`src/rtl/mod_arith_pkg.sv`:
```
// Shared types and helpers for the sequential modular arithmetic blocks:
// FSM state encoding, minimum operand width and the single conditional subtract.
package mod_arith_pkg;

    typedef enum logic [1:0] {
        IDLE = 2'd0,
        RUN  = 2'd1,
        DONE = 2'd2
    } state_e;

    // Widest supported residue; intermediates carry one extra bit.
    localparam int MAX_W = 16;

    typedef logic [MAX_W:0] wide_t;

    // Smallest W with 2^W >= m; returns MAX_W+1 when m is out of range.
    function automatic int mod_width(input int m);
        int w;
        w = MAX_W + 1;
        for (int i = MAX_W; i >= 1; i--) begin
            if ((32'd1 << i) >= m) begin
                w = i;
            end else begin
                w = w;
            end
        end
        return w;
    endfunction

    // Exact reduction of any x < 2*m into [0, m).
    function automatic wide_t cond_sub(input wide_t x, input wide_t m);
        wide_t r;
        if (x >= m) begin
            r = x - m;
        end else begin
            r = x;
        end
        return r;
    endfunction

endpackage

```
`src/rtl/mod_dbl_add_step.sv`:
```
// One MSB-first double-and-add step: acc_next = (2*acc + add_bit*a) mod MOD.
// With acc=0 and add_bit=1 it degenerates to a single reduction of a.
module mod_dbl_add_step
    import mod_arith_pkg::*;
#(
    parameter int MOD = 47,
    parameter int W   = mod_width(MOD)
) (
    input  logic [W-1:0] acc,
    input  logic [W-1:0] a,
    input  logic         add_bit,
    output logic [W-1:0] acc_next
);

    localparam wide_t MOD_WIDE = wide_t'(MOD);

    logic [W:0]   dbl_s;
    logic [W:0]   sum_s;
    logic [W-1:0] red_dbl_s;
    logic [W-1:0] red_sum_s;

    // Both operands are already reduced, so each sum is below 2*MOD and one subtract suffices.
    always_comb begin
        dbl_s     = {acc, 1'b0};
        red_dbl_s = W'(cond_sub(wide_t'(dbl_s), MOD_WIDE));
        sum_s     = {1'b0, red_dbl_s} + {1'b0, a};
        red_sum_s = W'(cond_sub(wide_t'(sum_s), MOD_WIDE));
        if (add_bit) begin
            acc_next = red_sum_s;
        end else begin
            acc_next = red_dbl_s;
        end
    end

endmodule

```
`src/rtl/mod_mul_seq.sv`:
```
// Sequential modular multiplier z = (a*b) mod MOD, one multiplier bit per cycle,
// valid/ready on both sides. Optional MOD_MUL_PREREDUCE_EN reduces operands on capture.
module mod_mul_seq
    import mod_arith_pkg::*;
#(
    parameter int MOD = 47,
    parameter int W   = mod_width(MOD)
) (
    input  logic         clk,
    input  logic         rst,
    input  logic         in_valid,
    output logic         in_ready,
    input  logic [W-1:0] in_a,
    input  logic [W-1:0] in_b,
    output logic         out_valid,
    input  logic         out_ready,
    output logic [W-1:0] out_z
);

    localparam int CNT_W = (W > 32'sd1) ? $clog2(W) : 32'sd1;

    // Single conditional subtracts are only exact when every W-bit value is below 2*MOD.
    generate
        if (MOD < 32'sd2 || MOD > 32'sd65535 || W < 32'sd1 || W > MAX_W ||
            (64'd1 << W) >= 64'(32'sd2 * MOD)) begin : g_bad_param
            $error("mod_mul_seq: illegal MOD/W combination");
        end
    endgenerate

    state_e             state_r;
    state_e             state_nx_s;
    logic [W-1:0]       a_r;
    logic [W-1:0]       a_nx_s;
    logic [W-1:0]       b_r;
    logic [W-1:0]       b_nx_s;
    logic [W-1:0]       acc_r;
    logic [W-1:0]       acc_nx_s;
    logic [CNT_W-1:0]   cnt_r;
    logic [CNT_W-1:0]   cnt_nx_s;
    logic               in_ready_r;
    logic               in_ready_nx_s;
    logic               out_valid_r;
    logic               out_valid_nx_s;
    logic [W-1:0]       out_z_r;
    logic [W-1:0]       out_z_nx_s;
    logic [W-1:0]       step_s;
    logic               bit_s;
    logic [W-1:0]       a_cap_s;
    logic [W-1:0]       b_cap_s;

    assign bit_s = b_r[cnt_r];

    mod_dbl_add_step #(.MOD(MOD), .W(W)) u_step (
        .acc      (acc_r),
        .a        (a_r),
        .add_bit  (bit_s),
        .acc_next (step_s)
    );

`ifdef MOD_MUL_PREREDUCE_EN
    mod_dbl_add_step #(.MOD(MOD), .W(W)) u_pre_a (
        .acc      ({W{1'b0}}),
        .a        (in_a),
        .add_bit  (1'b1),
        .acc_next (a_cap_s)
    );

    mod_dbl_add_step #(.MOD(MOD), .W(W)) u_pre_b (
        .acc      ({W{1'b0}}),
        .a        (in_b),
        .add_bit  (1'b1),
        .acc_next (b_cap_s)
    );
`else
    assign a_cap_s = in_a;
    assign b_cap_s = in_b;
`endif

    // Next-state and next-register values for the IDLE/RUN/DONE handshake FSM.
    always_comb begin
        state_nx_s     = state_r;
        a_nx_s         = a_r;
        b_nx_s         = b_r;
        acc_nx_s       = acc_r;
        cnt_nx_s       = cnt_r;
        in_ready_nx_s  = in_ready_r;
        out_valid_nx_s = out_valid_r;
        out_z_nx_s     = out_z_r;
        case (state_r)
            IDLE: begin
                if (in_valid && in_ready_r) begin
                    state_nx_s    = RUN;
                    a_nx_s        = a_cap_s;
                    b_nx_s        = b_cap_s;
                    acc_nx_s      = {W{1'b0}};
                    cnt_nx_s      = CNT_W'(W - 32'sd1);
                    in_ready_nx_s = 1'b0;
                end else begin
                    in_ready_nx_s = 1'b1;
                end
            end
            RUN: begin
                acc_nx_s = step_s;
                if (cnt_r == {CNT_W{1'b0}}) begin
                    state_nx_s     = DONE;
                    out_valid_nx_s = 1'b1;
                    out_z_nx_s     = step_s;
                end else begin
                    cnt_nx_s = cnt_r - {{(CNT_W-1){1'b0}}, 1'b1};
                end
            end
            DONE: begin
                if (out_ready) begin
                    state_nx_s     = IDLE;
                    out_valid_nx_s = 1'b0;
                    in_ready_nx_s  = 1'b1;
                end else begin
                    out_valid_nx_s = 1'b1;
                end
            end
            default: begin
                state_nx_s     = IDLE;
                a_nx_s         = {W{1'b0}};
                b_nx_s         = {W{1'b0}};
                acc_nx_s       = {W{1'b0}};
                cnt_nx_s       = {CNT_W{1'b0}};
                in_ready_nx_s  = 1'b1;
                out_valid_nx_s = 1'b0;
                out_z_nx_s     = {W{1'b0}};
            end
        endcase
    end

    // State and datapath registers; reset discards any in-flight product.
    always_ff @(posedge clk) begin
        if (rst) begin
            state_r     <= IDLE;
            a_r         <= {W{1'b0}};
            b_r         <= {W{1'b0}};
            acc_r       <= {W{1'b0}};
            cnt_r       <= {CNT_W{1'b0}};
            in_ready_r  <= 1'b1;
            out_valid_r <= 1'b0;
            out_z_r     <= {W{1'b0}};
        end else begin
            state_r     <= state_nx_s;
            a_r         <= a_nx_s;
            b_r         <= b_nx_s;
            acc_r       <= acc_nx_s;
            cnt_r       <= cnt_nx_s;
            in_ready_r  <= in_ready_nx_s;
            out_valid_r <= out_valid_nx_s;
            out_z_r     <= out_z_nx_s;
        end
    end

    assign in_ready  = in_ready_r;
    assign out_valid = out_valid_r;
    assign out_z     = out_z_r;

endmodule
```
`config.mk`:
```
export PLATFORM = sky130hd
export DESIGN_NAME = mod_mul_seq
export DESIGN_NICKNAME = d
export VERILOG_FILES = /design/src/rtl/mod_arith_pkg.sv /design/src/rtl/mod_dbl_add_step.sv /design/src/rtl/mod_mul_seq.sv
export SDC_FILE = /design/constraint.sdc
export NUM_CORES = 1
export LEC_CHECK = 0
export CORE_UTILIZATION = 35
export CTS_CLUSTER_DIAMETER = 40
export DETAILED_ROUTE_END_ITERATION = 8
export PLACE_DENSITY = 0.51
export SLEW_MARGIN = 40
export SYNTH_ARGS = -nofsm -noshare
export SYNTH_HDL_FRONTEND = slang
export SYNTH_SLANG_ARGS = --single-unit
```
`constraint.sdc`:
```
create_clock -name clk -period 7.6 [get_ports clk]
set_clock_uncertainty 0.1 [all_clocks]
set_input_delay 2.28 -clock clk [delete_from_list [all_inputs] [get_ports clk]]
set_output_delay 2.28 -clock clk [all_outputs]
set_load 0.02 [all_outputs]
```
Word level (Yosys, flattened, before mapping) --
Cells that the tools add are included. Widths: inputs -> output; s select.
Word-level totals: flip-flop bits (word level) 31, output and inout bits 8, logic and storage cells 64
Cells by class: add/sub/neg operators 4, order comparisons 3, equality and inequality tests 6, muxes and demuxes 26, bitwise gates (word level) 5, reductions and logical operators 12
Operator list (number):
- $mux 6 | 7
- $pmux 6 s2 | 3
- $pmux 6 s3 | 1
- $ge 7x6->1 const B | 2
- $sub 6x6->6 const B | 2
- $reduce_and 2->1 | 5
- $pmux 3 s3 | 1
- $ne 2x2->1 const B | 4
- $add 6x6->7 | 1
- $mux 2 | 3
- $mux 3 | 2
- $pmux 1 s3 | 2
- $pmux 2 s3 | 1
- $reduce_and 3->1 | 2
- $mux 1 | 5
- $not 1->1 | 5
- $lt 3x4->1 const B | 1
- $reduce_or 2->1 | 2
- $bmux 1 s3 | 1
- $logic_not 3->1 | 1
- $sub 3x1->3 const B | 1
- $eq 2x1->1 const B | 1
- $eq 2x2->1 const B | 1
- $logic_not 2->1 | 1
- $logic_and 1x1->1 | 1

Logic depth before layout (Yosys ltp) --
Gate-level depths: netlist (run 1).
depth after elaboration 8, mapped depth 9

Cells and area by module --
Synthesis (run 1) repeated with hierarchy kept, for this count alone.
Second synthesis, totals: cells, all modules 241, area, all modules 2024.4 um^2
By module, submodules not included:
- mod_mul_seq | times used 1, cells an instance 153, area an instance 1365.1 um^2
- mod_dbl_add_step | times used 1, cells an instance 88, area an instance 659.4 um^2

Least setup slack after synthesis (run 1) --
OpenSTA, ideal clock, no wires.
kind input to register, start point input in_valid, end point register cnt_r[2], setup time 128 ps, data arrival time 3475 ps, required time 7372 ps, slack 3897 ps, stages 7, path buffers 2, cells stage by stage a21boi_0 -> or2_2 -> clkbuf_1 -> buf_1 -> a21oi_1 -> o22ai_1 -> nor2_1
Between the ends: longest elaborated chain between the ends 3
RTL lines:
- start: declaration | line mod_mul_seq.sv:11 | input logic in_valid,
- $logic_and 1x1->1 | line mod_mul_seq.sv:91 | if (in_valid && in_ready_r) begin
- $ne 2x2->1 (no source line)
- $reduce_and 3->1 (no source line)
- end signal: assignment | line mod_mul_seq.sv:141 | cnt_r <= {CNT_W{1'b0}};
- end signal: assignment | line mod_mul_seq.sv:150 | cnt_r <= cnt_nx_s;
- end: declaration | line mod_mul_seq.sv:38 | logic [CNT_W-1:0] cnt_r;
Every way passes these cells. A chain may end at the register's enable or synchronous reset.

==> impl_metrics.yaml, run 1 <==
outcome:
  run_status: "finished, final reports clean"
yosys:
  seq_area_frac_synth: 0.308
  synth.lib_cells_used.distinct: 55
  ys_warn_count: 0
  yosys.area.top_type: "dfxtp_1"
  synth_edf_count: 0
  netlist_area_um2: 2010
  synth-seq-cells: 31
  syn-num-nets: 267
  synthesis.area_per_instance_um2: 8.46
  synth_flop_cell: "dfxtp_1"
  synthCells: 238
  async_flop_share: 0
  leading_post_synthesis_cells_by_cell_area: "dfxtp_1, ha_1, nor2_1, a21oi_1, a22oi_1"
  synth_top_area_share: 0.308
sta:
  fmaxAchievable_mhz: 260
  maxSlewHeadroom: 0.555
  hold_viol_final: 0
  tightestPinTransition_ps: 648
  setup_violations_final: 0
  slew_violations: 0
  final.min_clock_period_ps: 3850
  grt_setup_unrepaired: "no"
  final.setup.tns_ps: 0
  finalCritPeriodShare: 0.506
cts:
  cts-htree-levels: 2
  cts-hold-fix-buffers: 0
  cts_resized: 0
  cts.root.buffer_cell: "clkbuf_8"
  cts_sinks: 31
  cts-root-to-sink-buffers: 2
  cts_inserted_buffers: 5
  cts_setup_buffers: 0
  cts_tree: "yes"
  worstSkewPairLatency_ps: 280
  clk_pin_slew_ps: 70
route:
  final_antenna_net_count: 0
  routed-via-count: 1834
  detail_route.wl_per_cell_um: 14.8
  drc: 0
  finalWirelength_um: 4900
  vias_per_cell: 5.54
  drt_iter0_markers: 133
  drt_pre_antenna_iters: 4
pwr:
  power_per_cell_area_nw_per_um2: 287
  fin_total_pwr_mw: 0.684
  worst_ir_drop_vdd_v: 0.000136
  static-leakage-power_nw: 0.851
placed_design:
  routabilityCongestion: 0.822
  placement.io_buffers: 23
  post-dp-hpwl_um: 3530
setup_path:
  worst_r2r_startpoint: "acc_r[3]"
  worstSetupPathType: "primary input to register"
  critical_path.max_fanout: 37
  critPathRequiredTime_ps: 7730
  setup.worst_path.end_class: "register"
  critical_path.startpoint_type: "primary input"
  critical_path.startpoint: "rst"
  worstPathArrival_ps: 3980
finish:
  area_growth_pct: 18.3
  num_antenna_cells: 0
  final.fill_count: 578
  layout_cell_share_with_drive_strength_beyond_1: 0.104
  finalNetCount: 288
floorplan:
  floorplan.initialDensity: 0.364
  io_pins: 24
  die_height_um: 77.9
  dieWidth_um: 77.9
  floorplan.rows: 27
  placeableCoreArea_um2: 5540
  dieArea_um2: 6060
job:
  drv.max_cap_violation_count: 0
grt:
  grt_pass1_wl_um: 8460
  globalRouteTotalUtil: 0.180
  grt_pass1_vias: 1673
  maximum_number_of_pins_on_one_net_before_global_route_repair: 38
  global_route.overflow_total: 0
  antenna_found_initial: 0
hold_path:
  min-delay-path-class: "register to register"
  hold_start: "out_valid"
[Yosys cell counts, types with 2 or more instances]
| cell type | count |
|---|---|
| nor3_1 | 11 |
| inv_1 | 6 |
| o22ai_1 | 3 |
| dfxtp_1 | 31 |
| nor2b_1 | 6 |
| o41ai_1 | 2 |
| nor4_1 | 3 |
| a21boi_0 | 2 |
| a21oi_1 | 20 |
| nand3_1 | 7 |
| o32ai_1 | 2 |
| mux2_2 | 2 |
| a211o_1 | 2 |
| xnor2_1 | 2 |
| a221oi_2 | 2 |
| nand2b_1 | 5 |
| nand2_1 | 11 |
| mux2i_1 | 5 |
| o21ai_0 | 7 |
| or2_2 | 4 |
| a22oi_2 | 2 |
| clkbuf_1 | 6 |
| nand3b_1 | 7 |
| nor2_1 | 29 |
| ha_1 | 12 |
| a211oi_1 | 6 |
| o31ai_1 | 3 |
| a22oi_1 | 13 |
[worst paths after layout]
kind,cells past startpoint,end,slack (ps)
max,7,out_z[0],3750
min,2,out_valid,370
max reg2reg,9,acc_r[1],4410
min reg2reg,2,out_valid,370
[layout by cell type, fill, tap and decap left out, types with 2 or more instances in the layout]
cell type	instances
nor2_1	29
nand2_1	11
a22oi_1	13
dfxtp_1	31
nand2b_1	5
or2_2	4
a211o_1	2
a22oi_2	2
nand3_1	7
a211oi_1	6
o22ai_1	3
a21boi_0	2
nor4_1	3
nand3b_1	7
nor2b_1	6
o31ai_1	3
a21oi_1	20
mux2_2	2
mux2i_1	5
o41ai_1	2
nor3_1	11
clkbuf_8	6
xnor2_1	2
inv_1	6
a221oi_2	2
ha_1	12
o32ai_1	2
o21ai_0	7
clkdlybuf4s50_1	23
[state kept, by name, indices dropped and copies added, names as in the netlist]
name	cells
out_z	6
acc_r	6
state_r	2
b_r	6
a_r	6
cnt_r	3
in_ready	1
out_valid	1
[area by class of cell]
class / instances / area (um^2) / share of cell area
Tap cell: 72 / 90.1 / 0.0378
Sequential cell: 31 / 621 / 0.261
Clock inverter: 1 / 5.00 / 0.00210
Multi-Input combinational cell: 191 / 1320 / 0.556
Clock buffer: 6 / 82.6 / 0.0347
Timing Repair Buffer: 24 / 238 / 0.0998
Inverter: 6 / 22.5 / 0.00945
[logic make-up (layout without fill, tap and decap cells)]
| logic type | Yosys count | after routing | share of synthesized area |
|---|---|---|---|
| fa+ha+maj | 13 | 13 | 0.0845 |
| compound gates | 77 | 77 | 0.278 |
| mux | 8 | 8 | 0.0472 |
| flops | 31 | 31 | 0.308 |
| simple gates | 90 | 90 | 0.230 |
| buf+inv | 16 | 37 | 0.0348 |
| xor+xnor | 3 | 3 | 0.0168 |
[critical path, cell delays in order]
cell,delay (ps)
clkdlybuf4s50_1,390
buf_4,250
nand2b_1,200
or4_1,490
a221oi_1,220
a211oi_1,80
nand2_1,70
[power by group]
part,switching (mW),internal (mW),total [mW]
Combinational,0.211,0.123,0.335
Sequential,0.0246,0.191,0.216
Clock,0.0623,0.0710,0.133
[through the flow]
stage / std cells / hold WS, ps / worst slack (ps) / instance area, um^2 / utilization
global placement: 324 / 362 / 3460 / 2290 / 0.414
finish: 331 / 373 / 3750 / 2380 / 0.430
CTS: 331 / 376 / 3740 / 2380 / 0.430
floorplan: 238 / 360 / 3900 / 2010 / -
global route: 331 / 399 / 3640 / 2380 / 0.430
detailed placement: 324 / 368 / 3440 / 2290 / 0.414
[per-layer routing]
| layer | global-route usage | wire [um] | up-vias |
|---|---|---|---|
| met4 | 0.0604 | 87 | 0 |
| met5 | 0 | 0 | - |
| met1 | 0.260 | 2590 | 847 |
| met2 | 0.257 | 2030 | 36 |
| li1 | - | - | 943 |
| met3 | 0.0424 | 196 | 8 |
No activity file was read; power rests on OpenSTA's default activity.
==> inputs of run 2 (changes only) <==
Settings changed: PLACE_DENSITY 0.51 to 0.53.
Clock period 7.6 ns to 3.35 ns, I/O delays scaled along.
==> run 2 against run 1 <==
Compared with the run above:
- design area grew 0.37%
- cell count is 0.91% higher
- sequential power rose by 130%
- setup slack got worse by 3500 ps
- via count down 0.27%
- total power grew 130%
- sequential share of layout area shrank 0.095 points
- first-iteration DRC count rose by 32%
- critical path type is now register to register
- count of clock-buffer cells in the layout rose by 1
- critical endpoint is now acc_r[1]
- register-to-register slack worse by 4100 ps
==> impl_metrics.yaml, run 2 (synthesis gave the netlist of run 1 again) <==
job:
  drv.max_cap_violation_count: 0
route:
  final_antenna_net_count: 0
  finalWirelength_um: 4900
  drt_pre_antenna_iters: 4
  drt_iter0_markers: 176
  vias_per_cell: 5.48
  detail_route.wl_per_cell_um: 14.7
  routed-via-count: 1829
  drc: 0
placed_design:
  pre_cts_ws_ps: 292
  post-dp-hpwl_um: 3540
  placed_cells: 326
  routabilityCongestion: 0.799
  placement.io_buffers: 23
setup_path:
  worstSetupPathType: "register to register"
  worstPathArrival_ps: 3140
  critical_path.startpoint_type: "register"
  critPathRequiredTime_ps: 3410
  setup.worst_path.end_class: "register"
  critical_path.max_fanout: 5
grt:
  globalRouteTotalUtil: 0.181
  grt_pass1_wl_um: 8540
  grt_pass1_vias: 1661
  grt.met1_usage: 0.272
  antenna_found_initial: 0
  global_route.usage.met2: 0.250
  grt_use_met3: 0.0365
  global_route.overflow_total: 0
  grt_busiest_layer: "met1"
  maximum_number_of_pins_on_one_net_before_global_route_repair: 36
cts:
  cts-htree-levels: 2
  worstSkewPairLatency_ps: 290
  cts-hold-fix-buffers: 0
  cts_resized: 0
  cts_inserted_buffers: 5
  cts_tree: "yes"
  clk_pin_slew_ps: 70
  cts_setup_buffers: 0
  cts-root-to-sink-buffers: 2
  cts.root.buffer_cell: "clkbuf_8"
  cts_sinks: 31
sta:
  final.setup.tns_ps: 0
  hold_viol_final: 0
  finalCritPeriodShare: 0.919
  grt_setup_unrepaired: "no"
  worst_slack_ps: 272
  slew_violations: 0
  tightestPinTransition_ps: 604
  maxSlewHeadroom: 0.598
  setup_violations_final: 0
  fmaxAchievable_mhz: 325
  final.min_clock_period_ps: 3080
floorplan:
  floorplan.rows: 27
  floorplan.initialDensity: 0.364
  dieArea_um2: 6060
  placeableCoreArea_um2: 5540
  dieWidth_um: 77.9
  die_height_um: 77.9
  io_pins: 24
outcome:
  run_status: "finished, final reports clean"
pwr:
  fin_total_pwr_mw: 1.55
  worst_ir_drop_vdd_v: 0.000341
  static-leakage-power_nw: 0.855
  power_per_cell_area_nw_per_um2: 648
finish:
  postLayoutCoreUtil: 0.432
  finalNetCount: 290
  final_common_cell: "dfxtp_1"
  layout_cell_share_with_drive_strength_beyond_1: 0.107
  num_antenna_cells: 0
  instances_no_fill: 334
  area_growth_pct: 18.7
  final.fill_count: 575
  most_frequent_cells_in_the_layout: "dfxtp_1, nor2_1, clkdlybuf4s50_1, a21oi_1, a22oi_1"
hold_path:
  min-delay-path-class: "register to register"
==> run 2: cell count changes in the layout (fill, tap and decap cells not counted), sizes merged <==
cell    delta
buf        +2
clkbuf     +1
==> run 2: per-stage QoR <==
stage                     hold slack, ps  cell area, um^2
after floorplan                      360             2010
after global placement               357             2310
after detailed placement             359             2310
after CTS                            372             2390
after global routing                 406             2390
final                                370             2390
==> run 2: report_power, final <==
part           internal [mW]  switching, mW
sequential             0.434         0.0575
combinational          0.288          0.477
clock                  0.146          0.146
total                  0.867          0.681
==> run 2: path summary, 6_finish.rpt <==
| path | cells after the start | endpoint | startpoint | slack [ps] |
|---|---|---|---|---|
| worst max-delay path | 9 | acc_r[1] | acc_r[3] | 270 |
| worst min-delay path | 2 | out_z[0] | out_z[0] | 370 |
| worst max register to register | 9 | acc_r[1] | acc_r[3] | 270 |
| worst min register to register | 2 | out_z[0] | out_z[0] | 370 |
==> run 2: final cells by class <==
| type | instances | area [um^2] | area share |
|---|---|---|---|
| inverters | 6 | 22.5 | 0.00942 |
| flip-flops and latches | 31 | 621 | 0.260 |
| clock inverters | 1 | 5.00 | 0.00209 |
| repair buffers | 26 | 253 | 0.106 |
| multi-input cells | 191 | 1320 | 0.554 |
| well taps | 72 | 90.1 | 0.0377 |
| clock buffers | 7 | 76.3 | 0.0319 |
==> run 2: worst max-delay path, cell delays in order (launching register included) <==
cell     delay (ps)
dfxtp_1         350
a21o_1          200
ha_1            220
fa_1            570
ha_1            240
a21oi_1          60
or4b_4          530
a22oi_2         270
mux2i_1         290
o22ai_1         120
==> run 2: per-layer routing <==
layer | up-vias | share of wire
li1 | 947 | -
met1 | 844 | 0.55
met2 | 32 | 0.40
met3 | 6 | 0.038
met4 | 0 | 0.0094
met5 | - | 0
